**src/rtl/issue_select_pkg.sv**
```systemverilog
// Shared types and constants for the issue_select slice.
package issue_select_pkg;

  localparam int unsigned NUM_ROWS = 8;
  localparam int unsigned NUM_COLS = 8;
  localparam int unsigned NUM_FUS  = 4;
  localparam int unsigned MAX_LAT  = 4;

  localparam int unsigned ROW_W = $clog2(NUM_ROWS);
  localparam int unsigned FU_W  = $clog2(NUM_FUS);
  localparam int unsigned LAT_W = $clog2(MAX_LAT + 1);

  typedef logic [ROW_W-1:0] row_idx_t;
  typedef logic [FU_W-1:0]  fu_id_t;
  typedef logic [LAT_W-1:0] lat_t;

  typedef struct packed {
    logic     valid;
    row_idx_t row;
    fu_id_t   fu;
  } issue_pkt_t;

endpackage

```
**src/rtl/issue_select_age_matrix.sv**
```systemverilog
// Age matrix for oldest-first selection; built only with ISSUE_SELECT_AGE_EN.
`ifdef ISSUE_SELECT_AGE_EN
module issue_select_age_matrix
  import issue_select_pkg::*;
#(
  parameter int unsigned N = NUM_ROWS
) (
  input  logic                 clk,
  input  logic                 rst,
  input  logic                 alloc_en,
  input  logic [$clog2(N)-1:0] alloc_row,
  input  logic [N-1:0]         valid,
  input  logic [N-1:0]         eligible,
  output logic [N-1:0]         oldest_grant
);

  // older[r][j] = 1 : row j is older than row r
  logic [N-1:0] older [N];

  always_ff @(posedge clk or negedge rst) begin
    if (!rst) begin
      for (int unsigned r = 0; r < N; r++) older[r] <= '0;
    end else if (alloc_en) begin
      for (int unsigned j = 0; j < N; j++) begin
        older[alloc_row][j] <= (j != 32'(alloc_row)) ? valid[j] : 1'b0;
        older[j][alloc_row] <= 1'b0;
      end
    end
  end

  always_comb begin
    oldest_grant = '0;
    for (int unsigned r = 0; r < N; r++)
      oldest_grant[r] = eligible[r] & ~|(older[r] & eligible);
  end

endmodule
`endif

```
**src/rtl/issue_select.sv**
```systemverilog
// Issue select stage: picks one ready row per cycle, emits the issue/free
// packet and times each producer's latency to drive clear_lines.
// Macro ISSUE_SELECT_AGE_EN: oldest-first via age matrix; otherwise lowest index.
module issue_select
  import issue_select_pkg::*;
(
  input  logic                         clk,
  input  logic                         rst,
  input  logic                         flush,
  input  logic                         alloc_en,
  input  logic [ROW_W-1:0]             alloc_row_index,
  input  logic [FU_W-1:0]              alloc_fu,
  input  logic [LAT_W-1:0]             alloc_lat,
  input  logic [NUM_ROWS-1:0]          request_vector,
  input  logic [NUM_FUS-1:0]           fu_ready,
  output logic                         issue_valid,
  output logic [ROW_W-1:0]             issue_row_index,
  output logic [FU_W-1:0]              issue_fu,
  output logic                         free_en,
  output logic [ROW_W-1:0]             free_row_index,
  output logic                         clear_en,
  output logic [NUM_COLS*NUM_FUS-1:0]  clear_lines
);

  logic [NUM_ROWS-1:0] valid_q, issued_q, eligible, grant;
  fu_id_t              fu_q    [NUM_ROWS];
  lat_t                lat_q   [NUM_ROWS];
  lat_t                col_cnt [NUM_COLS];
  fu_id_t              col_fu  [NUM_COLS];
  issue_pkt_t          win, pkt_q;
  logic [NUM_COLS*NUM_FUS-1:0] clear_d, clear_q;
  logic                clear_en_q;
  logic                alloc_ok;

  assign alloc_ok = alloc_en & ~flush;

  always_comb begin
    eligible = '0;
    for (int unsigned r = 0; r < NUM_ROWS; r++)
      eligible[r] = valid_q[r] & ~issued_q[r] & request_vector[r] & fu_ready[fu_q[r]];
  end

`ifdef ISSUE_SELECT_AGE_EN
  issue_select_age_matrix #(.N(NUM_ROWS)) u_age (
    .clk          (clk),
    .rst          (rst),
    .alloc_en     (alloc_ok),
    .alloc_row    (alloc_row_index),
    .valid        (valid_q),
    .eligible     (eligible),
    .oldest_grant (grant)
  );
`else
  // two's-complement trick isolates the lowest set bit
  always_comb grant = eligible & (~eligible + {{(NUM_ROWS-1){1'b0}}, 1'b1});
`endif

  always_comb begin
    win = '0;
    for (int unsigned r = 0; r < NUM_ROWS; r++) begin
      if (grant[r]) begin
        win.valid = 1'b1;
        win.row   = row_idx_t'(r);
        win.fu    = fu_q[r];
      end
    end
  end

  // Counters load lat-1 so "holds 1" marks the last cycle before the clear is
  // visible; lat=1 clears straight from the grant alongside the issue packet.
  always_comb begin
    clear_d = '0;
    for (int unsigned c = 0; c < NUM_COLS; c++) begin
      for (int unsigned f = 0; f < NUM_FUS; f++) begin
        clear_d[f*NUM_COLS+c] =
            (col_cnt[c] == lat_t'(1) && col_fu[c] == fu_id_t'(f)) ||
            (grant[c] && lat_q[c] == lat_t'(1) && fu_q[c] == fu_id_t'(f));
      end
    end
  end

  always_ff @(posedge clk or negedge rst) begin
    if (!rst) begin
      valid_q    <= '0;
      issued_q   <= '0;
      pkt_q      <= '0;
      clear_q    <= '0;
      clear_en_q <= 1'b0;
      for (int unsigned r = 0; r < NUM_ROWS; r++) begin
        fu_q[r]  <= '0;
        lat_q[r] <= '0;
      end
      for (int unsigned c = 0; c < NUM_COLS; c++) begin
        col_cnt[c] <= '0;
        col_fu[c]  <= '0;
      end
    end else if (flush) begin
      valid_q    <= '0;
      issued_q   <= '0;
      pkt_q      <= '0;
      clear_q    <= '0;
      clear_en_q <= 1'b0;
      for (int unsigned c = 0; c < NUM_COLS; c++) col_cnt[c] <= '0;
    end else begin
      pkt_q      <= win;
      clear_q    <= clear_d;
      clear_en_q <= |clear_d;
      for (int unsigned c = 0; c < NUM_COLS; c++) begin
        if (grant[c]) begin
          col_cnt[c] <= lat_q[c] - lat_t'(1);
          col_fu[c]  <= fu_q[c];
        end else if (col_cnt[c] != '0) begin
          col_cnt[c] <= col_cnt[c] - lat_t'(1);
        end
      end
      for (int unsigned r = 0; r < NUM_ROWS; r++) begin
        if (grant[r]) begin
          valid_q[r]  <= 1'b0;
          issued_q[r] <= 1'b1;
        end
      end
      if (alloc_en) begin
        valid_q[alloc_row_index]  <= 1'b1;
        issued_q[alloc_row_index] <= 1'b0;
        fu_q[alloc_row_index]     <= alloc_fu;
        lat_q[alloc_row_index]    <= alloc_lat;
      end
    end
  end

  assign issue_valid     = pkt_q.valid;
  assign issue_row_index = pkt_q.row;
  assign issue_fu        = pkt_q.fu;
  assign free_en         = pkt_q.valid;
  assign free_row_index  = pkt_q.row;
  assign clear_lines     = clear_q;
  assign clear_en        = clear_en_q;

  a_alloc_free: assert property (@(posedge clk) disable iff (!rst)
    alloc_ok |-> (!valid_q[alloc_row_index] || grant[alloc_row_index]));

  a_alloc_lat: assert property (@(posedge clk) disable iff (!rst)
    alloc_ok |-> (alloc_lat != '0 && alloc_lat <= lat_t'(MAX_LAT)));

endmodule

```
**config.mk**
```make
export PLATFORM = sky130hd
export DESIGN_NAME = issue_select
export DESIGN_NICKNAME = d
export VERILOG_FILES = /design/src/rtl/issue_select_pkg.sv /design/src/rtl/issue_select_age_matrix.sv /design/src/rtl/issue_select.sv
export SDC_FILE = /design/constraint.sdc
export NUM_CORES = 1
export LEC_CHECK = 0
export ABC_AREA = 0
export CAP_MARGIN = 10
export CORE_MARGIN = 3
export CORE_UTILIZATION = 48
export DETAILED_ROUTE_END_ITERATION = 10
export HOLD_SLACK_MARGIN = 0.03
export PLACE_DENSITY = 0.66
export SETUP_SLACK_MARGIN = 0.4
export SYNTH_ARGS = -nofsm -noshare
export SYNTH_HDL_FRONTEND = slang
export SYNTH_SLANG_ARGS = --single-unit
export TNS_END_PERCENT = 50
```
**constraint.sdc**
```tcl
create_clock -name clk -period 5.5 [get_ports clk]
set_clock_uncertainty 0.05 [all_clocks]
set_input_delay 0.825 -clock clk [delete_from_list [all_inputs] [get_ports clk]]
set_output_delay 0.825 -clock clk [all_outputs]
set_load 0.01 [all_outputs]
```
==> results.json, run 1 <==
{
  "finalCriticalPeriod_ns": 3.386,
  "yosys_most_used_dff": "dfrtp_1",
  "fmax_mhz": 295.3,
  "synth-edff-count": 0,
  "place_ws_ns": 1.728,
  "yosysUniqueCellTypes": 55,
  "slowest_stage": "nor2_1",
  "finalCritPeriodShare": 0.6156,
  "yosys.area_share.adder": 0.06955,
  "slowest_delay_ns": 0.69,
  "synth-seq-cells": 135,
  "post-cts-setup-buffers": 0,
  "synthMuxAreaShare": 0.1224,
  "grt_pass1_wl_mm": 28.07,
  "clk_pin_slew_ns": 0.05,
  "grtUsageTotal": 0.2192,
  "wirelength_mm": 17.02,
  "cp_common_cell": "nor2_1",
  "cp_cell_sequence": "clkdlybuf4s50_1 -> mux4_2 -> nand2_2 -> nand4_4 -> nor2_1 -> mux2_2 -> nor2_1",
  "dieArea_um2": 16500,
  "ant_nets": 0,
  "power_per_cell_area_nw_per_um2": 427.3,
  "via_per_inst": 5.655,
  "drc": 0,
  "grt_max_degree": 83,
  "worst_slack_ns": 2.114,
  "routed-wl-met3_um": 697,
  "grt-ovfl-total": 0,
  "final_cell_count_no_fill": 942,
  "final_net_count": 809,
  "worst-path-buf-inv": 1,
  "synth_area_leaders": "dfrtp_1 (47%), mux2_2 (8.8%), ha_1 (7.0%)",
  "die_w_um": 128.4,
  "initial_utilization": 0.4932,
  "slew_headroom": 0.4206,
  "setup_violations": 0,
  "synth_common_cells": "dfrtp_1 (135), nor2_1 (89), mux2_2 (56), inv_1 (50), ha_1 (40)",
  "seqCellArea_um2": 3378,
  "cts_resized": 0,
  "dp_hpwl_mm": 11.99,
  "max-vdd-ir-drop_mv": 0.2231,
  "synth_top_family_by_area": "simple AND/OR/NAND/NOR gates",
  "synthCells": 689,
  "clockBufferDepth": 2,
  "die_height_um": 128.4,
  "status": "finished, final reports clean",
  "diodes": 0,
  "top_level_ports": 67,
  "fillers": 1185,
  "syn_avg_cell_area_um2": 10.44,
  "yosysTopAreaCell": "dfrtp_1",
  "synthToLayoutAreaGrowth_pct": 20.17,
  "core_area_um2": 14590,
  "via_count": 5327,
  "dp.cells": 910,
  "wl_per_cell_um": 18.07,
  "r2r_setup_slack_ns": 2.58,
  "grt_setup_unrepaired": "no",
  "rows": 44,
  "drt_iter0_drc": 353,
  "htree_levels": 4,
  "hp-class": "in2async",
  "wl_met2_mm": 8.342,
  "cts_tree": "yes",
  "path_max_fanout": 18,
  "drt_first_pass_iters": 4,
  "crit_arrival_ns": 3.67,
  "cap_violations": 0,
  "slew_violations": 0,
  "grt_pass1_vias": 5453,
  "post-synth-top-count-cell": "dfrtp_1",
  "synth_nets": 753,
  "place_congestion": 0.9331,
  "crit_family": "simple AND/OR/NAND/NOR gates",
  "yosysWarnings": 0,
  "cts.sink_count": 135,
  "highest_layer": "met4",
  "clk-insertion-delay-late_ns": 0.42,
  "cts_root_buf": "clkbuf_16",
  "synthSimpleGateAreaFrac": 0.1781,
  "required_ns": 5.79,
  "leakagePower_nw": 3.768,
  "whs_ns": 0.4139,
  "io_buffers": 66,
  "reg2regPathDepth": 6,
  "crit_path_end_kind": "register",
  "r2r_start": "fu_q[12]",
  "cts_hold_buf": 0,
  "async_flop_share": 1.000,
  "drt-met1-wl_mm": 7.635,
  "netlist_area_um2": 7196,
  "tightest_slew_ns": 0.8672,
  "synth_compound_area_frac": 0.09390,
  "antenna_found_initial": 0,
  "criticalPathCategory": "in2reg",
  "timing_hold_violations_final": 0,
  "layout-drive-gt1-share": 0.1504,
  "multiInputGateArea_um2": 3478,
  "startpoint_type": "input pin",
  "synth_xor_area_frac": 0.01947,
  "yosysSeqAreaShare": 0.4695,
  "r2r_end": "col_cnt[1]",
  "yosysTopAreaCellShare": 0.4695,
  "numCtsBuffers": 17,
  "setup_tns_ns": 0
}
flip-flops by register name (all words and copies together) (netlist names), 2 cells and up:
register and flops:
valid_q 8, fu_q 16, clear_lines 32, issue_fu 2
free_row_index 3, col_fu 16, issued_q 8, lat_q 24
col_cnt 24
how the worst max path moves through the flow:
stage / from / endpoint / cells after the start / slack (ns)
2_1_floorplan: fu_ready[2] / col_fu[6] / 7 / 2.74
3_3_place_gp: fu_ready[3] / clear_lines[19] / 9 / 1.81
3_5_place_dp: fu_ready[3] / col_cnt[1] / 7 / 1.73
4_1_cts: fu_ready[3] / col_cnt[1] / 7 / 2.16
5_1_grt: fu_ready[1] / clear_lines[27] / 9 / 1.94
6_report: fu_ready[3] / col_cnt[1] / 7 / 2.11
where the power goes:
part | switching, W | total, W | internal (W)
combinational | 0.000515 | 0.00102 | 0.000507
sequential | 0.000198 | 0.00138 | 0.00118
clock | 0.000409 | 0.00130 | 0.000888
total | 0.00112 | 0.00369 | 0.00257
worst reg2reg max path, delay by kind of cell, from the launching register on:
family | cells | cell delay (ns)
simple gates | 4 | 1.29
mux | 2 | 0.98
flops | 1 | 0.52
cell type report:
class | count | share of cell area
flip-flops and latches | 135 | 0.3907
well taps | 184 | 0.02662
clock buffers | 25 | 0.06077
clock inverters | 7 | 0.01852
repair buffers | 70 | 0.07944
inverters | 50 | 0.02170
multi-input cells | 471 | 0.4023
placed cells by master, fill, tap and decap left out, drive strengths merged, types with 8 or more instances in the layout:
| cell | count |
|---|---|
| a211oi | 17 |
| ha | 40 |
| nor2b | 18 |
| mux4 | 8 |
| nand3 | 19 |
| clkdlybuf4s50 | 64 |
| nor2 | 89 |
| o21ai | 17 |
| nand4 | 11 |
| nand2b | 9 |
| xnor2 | 12 |
| nand4b | 11 |
| inv | 50 |
| clkbuf | 25 |
| nand2 | 35 |
| nor3 | 13 |
| dfrtp | 135 |
| mux2 | 56 |
| a21oi | 38 |
metrics by stage:
stage / instance area (µm²) / power [W] / util
6_report: 8647 / 0.003695 / 0.5927
5_1_grt: 8647 / 0.003937 / 0.5927
4_1_cts: 8647 / 0.003722 / 0.5927
3_3_place_gp: 7961 / 0.002357 / 0.5457
3_5_place_dp: 7961 / 0.002407 / 0.5457
2_1_floorplan: 7196 / 0.002102 / -
metal layers:
layer | global-route usage | vias to the layer above
li1 | - | 2526
met1 | 0.2948 | 2641
met2 | 0.3524 | 132
met3 | 0.04068 | 28
met4 | 0.08801 | 0
met5 | 0 | -
logic make-up after synthesis:
logic type	Yosys count
xor+xnor	16
mux	71
buf+inv	83
fa+ha+maj	40
simple gates	239
flops	135
compound gates	105
Power figures use the tool's default switching activity.
==> run 2: changes to the inputs <==
--- a/config.mk
+++ b/config.mk
@@ -11,7 +11,7 @@
 export CORE_UTILIZATION = 48
 export DETAILED_ROUTE_END_ITERATION = 10
 export HOLD_SLACK_MARGIN = 0.03
-export PLACE_DENSITY = 0.66
+export PLACE_DENSITY = 0.68
 export SETUP_SLACK_MARGIN = 0.4
 export SYNTH_ARGS = -nofsm -noshare
 export SYNTH_HDL_FRONTEND = slang
==> constraint.sdc (replaced) <==
create_clock -name clk -period 2.8 [get_ports clk]
set_clock_uncertainty 0.05 [all_clocks]
set_input_delay 0.42 -clock clk [delete_from_list [all_inputs] [get_ports clk]]
set_output_delay 0.42 -clock clk [all_outputs]
set_load 0.01 [all_outputs]
==> results.json, run 2 (synthesis gave the netlist of run 1 again) <==
{
  "place_ws_ns": -0.09485,
  "ant_nets": 0,
  "initial_utilization": 0.4932,
  "clockBufferDepth": 2,
  "cts_tree": "yes",
  "dieArea_um2": 16500,
  "leakagePower_nw": 3.997,
  "max-vdd-ir-drop_mv": 0.5518,
  "crit_arrival_ns": 2.55,
  "worst_slack_ns": 0.5026,
  "cap_violations": 0,
  "cts_root_buf": "clkbuf_16",
  "largest_reg_flops": 32,
  "fmax_mhz": 435.3,
  "diodes": 0,
  "grtUsageTotal": 0.2298,
  "criticalPathCategory": "reg2reg",
  "clk_pin_slew_ns": 0.06,
  "slowest_delay_ns": 0.55,
  "grt_pass1_vias": 5672,
  "slew_violations": 0,
  "slowest_stage": "mux4_2",
  "grt_pass1_wl_mm": 29.35,
  "grt_setup_unrepaired": "no",
  "slew_headroom": 0.6025,
  "layout-drive-gt1-share": 0.2167,
  "synthToLayoutAreaGrowth_pct": 25.39,
  "drt_first_pass_iters": 5,
  "finalCriticalPeriod_ns": 2.297,
  "crit_path_end_kind": "register",
  "worst-path-buf-inv": 2,
  "startpoint_type": "register",
  "final_common_cell": "dfrtp_1",
  "clk-insertion-delay-late_ns": 0.42,
  "die_w_um": 128.4,
  "grt-ovfl-total": 0,
  "final_cell_count_no_fill": 996,
  "grt_max_degree": 69,
  "antenna_found_initial": 0,
  "core_area_um2": 14590,
  "cp_cell_sequence": "mux4_2 -> nand2_2 -> nand4_4 -> buf_12 -> nor4_2 -> buf_4 -> mux2_2",
  "hp-class": "in2reg",
  "power_per_cell_area_nw_per_um2": 782.1,
  "io_buffers": 66,
  "setup_violations": 0,
  "numCtsBuffers": 17,
  "final_net_count": 863,
  "wl_per_cell_um": 18.05,
  "htree_levels": 4,
  "rows": 44,
  "required_ns": 3.06,
  "dp_hpwl_mm": 13.19,
  "via_count": 5587,
  "cts.sink_count": 135,
  "top_level_ports": 67,
  "drt_iter0_drc": 416,
  "drc": 0,
  "timing_hold_violations_final": 0,
  "wirelength_mm": 17.98,
  "layout_common_cells": "dfrtp_1 (129), nor2_1 (89), clkdlybuf4s50_1 (60), mux2_2 (56), buf_4 (54)",
  "path_max_fanout": 15,
  "finalCritPeriodShare": 0.8205,
  "crit_family": "multiplexers",
  "die_height_um": 128.4,
  "dp.cells": 957,
  "via_per_inst": 5.609,
  "tightest_slew_ns": 0.5944,
  "place_congestion": 0.9349,
  "status": "finished, final reports clean"
}
run 2: cell types whose count changed in the layout (fill, tap and decap cells not counted), moves of 2 or more:
cell,previous run,this run
buf_4,4,54
clkbuf_1,1,3
dfrtp_1,135,129
buf_12,0,2
dfrtp_2,0,6
dlygate4sd2_1,0,4
nor4_2,1,3
clkdlybuf4s50_1,64,60
nor4_1,4,2
bufinv_16,5,2
clkbuf_8,7,5
run 2: worst paths after layout:
| check | slack (ns) | cells after the start | from | end |
|---|---|---|---|---|
| worst max register to register | 0.50 | 7 | fu_q[10] | col_fu[4] |
| worst min register to register | 0.45 | 2 | valid_q[3] | valid_q[3] |
| worst min-delay path | 0.40 | 2 | flush | col_cnt[3] |
| min in group asynchronous | 0.43 | 2 | rst | clear_lines[6] |
| worst max-delay path | 0.50 | 7 | fu_q[10] | col_fu[4] |
| max in group asynchronous | 1.54 | 3 | rst | fu_q[10] |
run 2: final cells by class:
cell class,instances,area [µm²]
Clock buffer,25,505.5
Clock inverter,7,91.34
Fill cell,1138,5567
Inverter,50,187.7
Multi-Input combinational cell,471,3503
Sequential cell,135,3386
Tap cell,184,230.2
Timing Repair Buffer,124,1119
run 2: worst reg2reg max path, cell delays in order (launching register included):
cell and delay (ns):
dfrtp_2 0.45, mux4_2 0.55, nand2_2 0.12, nand4_4 0.11
buf_12 0.17, nor4_2 0.26, buf_4 0.16, mux2_2 0.32
run 2: stage by stage:
step | power (W) | setup TNS, ns | instance area (µm²) | hold slack [ns] | utilization
floorplan | 0.004128 | 0 | 7196 | 0.07441 | -
global placement | 0.004672 | -0.2176 | 8339 | 0.3059 | 0.5716
detailed placement | 0.004814 | -0.6612 | 8339 | 0.3119 | 0.5716
CTS | 0.007075 | 0 | 8957 | 0.3827 | 0.6140
global route | 0.007495 | 0 | 9022 | 0.4111 | 0.6184
finish | 0.007056 | 0 | 9022 | 0.4015 | 0.6184
run 2: metal layers:
layer	wire (µm)	vias up	track usage
met5	0	-	0
met2	8956	152	0.3809
li1	-	2632	-
met3	839	28	0.04359
met1	7842	2775	0.3035
met4	339	0	0.07990
run 2: power by group:
group	internal [W]	switching (W)
combinational	0.00106	0.00107
clock	0.00143	0.000801
sequential	0.00232	0.000389
run 2: timing repair:
action,in CTS,in global routing
pin swaps,0,2
buffers inserted,0,6
hold buffers,1,0
hold endpoints to repair,39,0
resized for setup,10,6
gates cloned,0,0
endpoints found under the setup margin,29,28
==> run 3: changes to the inputs <==
==> constraint.sdc (replaced) <==
create_clock -name clk -period 1.9 [get_ports clk]
set_clock_uncertainty 0.05 [all_clocks]
set_input_delay 0.285 -clock clk [delete_from_list [all_inputs] [get_ports clk]]
set_output_delay 0.285 -clock clk [all_outputs]
set_load 0.01 [all_outputs]
==> results.json, run 3 (synthesis gave the netlist of run 1 again) <==
{
  "slowest_stage": "mux4_2",
  "worst_slack_ns": -0.4004,
  "place_congestion": 0.9246,
  "multiInputGateArea_um2": 4085,
  "top_level_ports": 67,
  "hp-class": "in2async",
  "required_ns": 2.15,
  "criticalPathCategory": "reg2reg",
  "diodes": 0,
  "via_per_inst": 5.727,
  "wl_per_cell_um": 19.58,
  "grt-ovfl-total": 0,
  "rows": 44,
  "drt_first_pass_iters": 5,
  "startpoint_type": "register",
  "worst-path-buf-inv": 3,
  "failed_checks": "negative setup slack",
  "setup_violations": 89,
  "core_area_um2": 14590,
  "path_max_fanout": 8,
  "numCtsBuffers": 17,
  "power_per_cell_area_nw_per_um2": 1082,
  "io_buffers": 66,
  "cp.depth": 9,
  "clockBufferDepth": 2,
  "die_height_um": 128.4,
  "ant_nets": 0,
  "cts_root_buf": "clkbuf_16",
  "dieArea_um2": 16500,
  "largest_reg_flops": 32,
  "crit_path_end_kind": "register",
  "crit_arrival_ns": 2.55,
  "grt_max_degree": 55,
  "cp_cell_sequence": "mux4_2 -> nand3_4 -> buf_4 -> buf_6 -> buf_12 -> or3b_4 -> nand4_1 -> nor4_2 -> a21oi_1",
  "reg2regPathDepth": 9,
  "place_area_um2": 8790,
  "synthToLayoutAreaGrowth_pct": 40.81,
  "slowest_delay_ns": 0.56,
  "dp_hpwl_mm": 14.10,
  "slew_headroom": 0.5660,
  "status": "complete, but fails checks",
  "layout_common_cells": "dfrtp_1 (135), buf_4 (95), nor2_1 (70), inv_1 (50), dlygate4sd2_1 (49)",
  "finalCritPeriodShare": 1.211,
  "htree_levels": 4,
  "max-vdd-ir-drop_mv": 0.6748,
  "grt_setup_unrepaired": "yes",
  "clk_pin_slew_ns": 0.06,
  "die_w_um": 128.4,
  "final_common_cell": "dfrtp_1",
  "cap_violations": 0,
  "finalCriticalPeriod_ns": 2.300,
  "timing_hold_violations_final": 0,
  "fillers": 1005,
  "final_net_count": 926,
  "layout-drive-gt1-share": 0.3650,
  "setup_tns_ns": -18.10,
  "grt_pass1_vias": 6231,
  "crit_start": "fu_q[14]",
  "seqCellArea_um2": 3378,
  "tightest_slew_ns": 0.6490,
  "whs_ns": 0.3359,
  "cts_tree": "yes",
  "r2r_setup_slack_ns": -0.40,
  "drc": 0,
  "fmax_mhz": 434.7,
  "clk-insertion-delay-late_ns": 0.43,
  "place_ws_ns": -0.7724,
  "leakagePower_nw": 4.682,
  "wirelength_mm": 20.72,
  "cts.sink_count": 135,
  "grtUsageTotal": 0.2545,
  "grt_pass1_wl_mm": 32.35,
  "stdcell_area_um2": 10130,
  "drt_iter0_drc": 399,
  "slew_violations": 0,
  "r2r_start": "fu_q[14]",
  "r2r_end": "clear_en",
  "via_count": 6059,
  "antenna_found_initial": 0,
  "finalPower_w": 0.01097,
  "initial_utilization": 0.4932,
  "crit_family": "simple AND/OR/NAND/NOR gates"
}
-- run 3: changes by cell type in the layout (fill, tap and decap cells not counted), moves of 19 or more --
cell             change
nor2_1              -19
buf_4               +41
a21oi_1             -21
dlygate4sd2_1       +45
a21oi_2             +20
clkdlybuf4s50_1     -45
-- run 3: worst max path at each step --
stage	end	slack [ns]
6_report	clear_en	-0.40
5_1_grt	clear_en	-0.45
4_1_cts	clear_lines[29]	-0.30
3_5_place_dp	col_cnt[7]	-0.77
3_3_place_gp	clear_en	-0.70
2_1_floorplan	clear_lines[4]	-0.31
-- run 3: routing by layer --
layer | vias up | GRT usage | routed length (µm)
met5 | - | 0 | 0
met4 | 0 | 0.1080 | 707
met2 | 210 | 0.4165 | 10360
met3 | 50 | 0.05023 | 1171
li1 | 2763 | - | -
met1 | 3036 | 0.3313 | 8483
-- run 3: stage by stage --
step,std cells,util
after floorplan,689,-
after global placement,999,0.6025
after detailed placement,999,0.6025
after CTS,1052,0.6763
after global routing,1058,0.6945
final,1058,0.6945
-- run 3: area by class of cell --
cell class | count | share of cell area
repair buffers | 187 | 0.1660
inverters | 50 | 0.01852
clock buffers | 20 | 0.04310
well taps | 184 | 0.02272
multi-input cells | 471 | 0.4032
clock inverters | 11 | 0.01309
flip-flops and latches | 135 | 0.3334
-- run 3: power breakdown --
part | switching (W) | internal (W) | total, W
logic | 0.00199 | 0.00184 | 0.00383
registers | 0.000477 | 0.00341 | 0.00389
clock network | 0.00122 | 0.00203 | 0.00325
total | 0.00368 | 0.00729 | 0.0110
-- run 3: what timing repair did --
item,in CTS,in global routing
gates resized for setup,139,49
pin swaps,35,30
cloned,1,0
endpoints found under the hold margin,48,0
setup endpoints to repair,153,111
buffers inserted,20,6
hold buffers,1,0
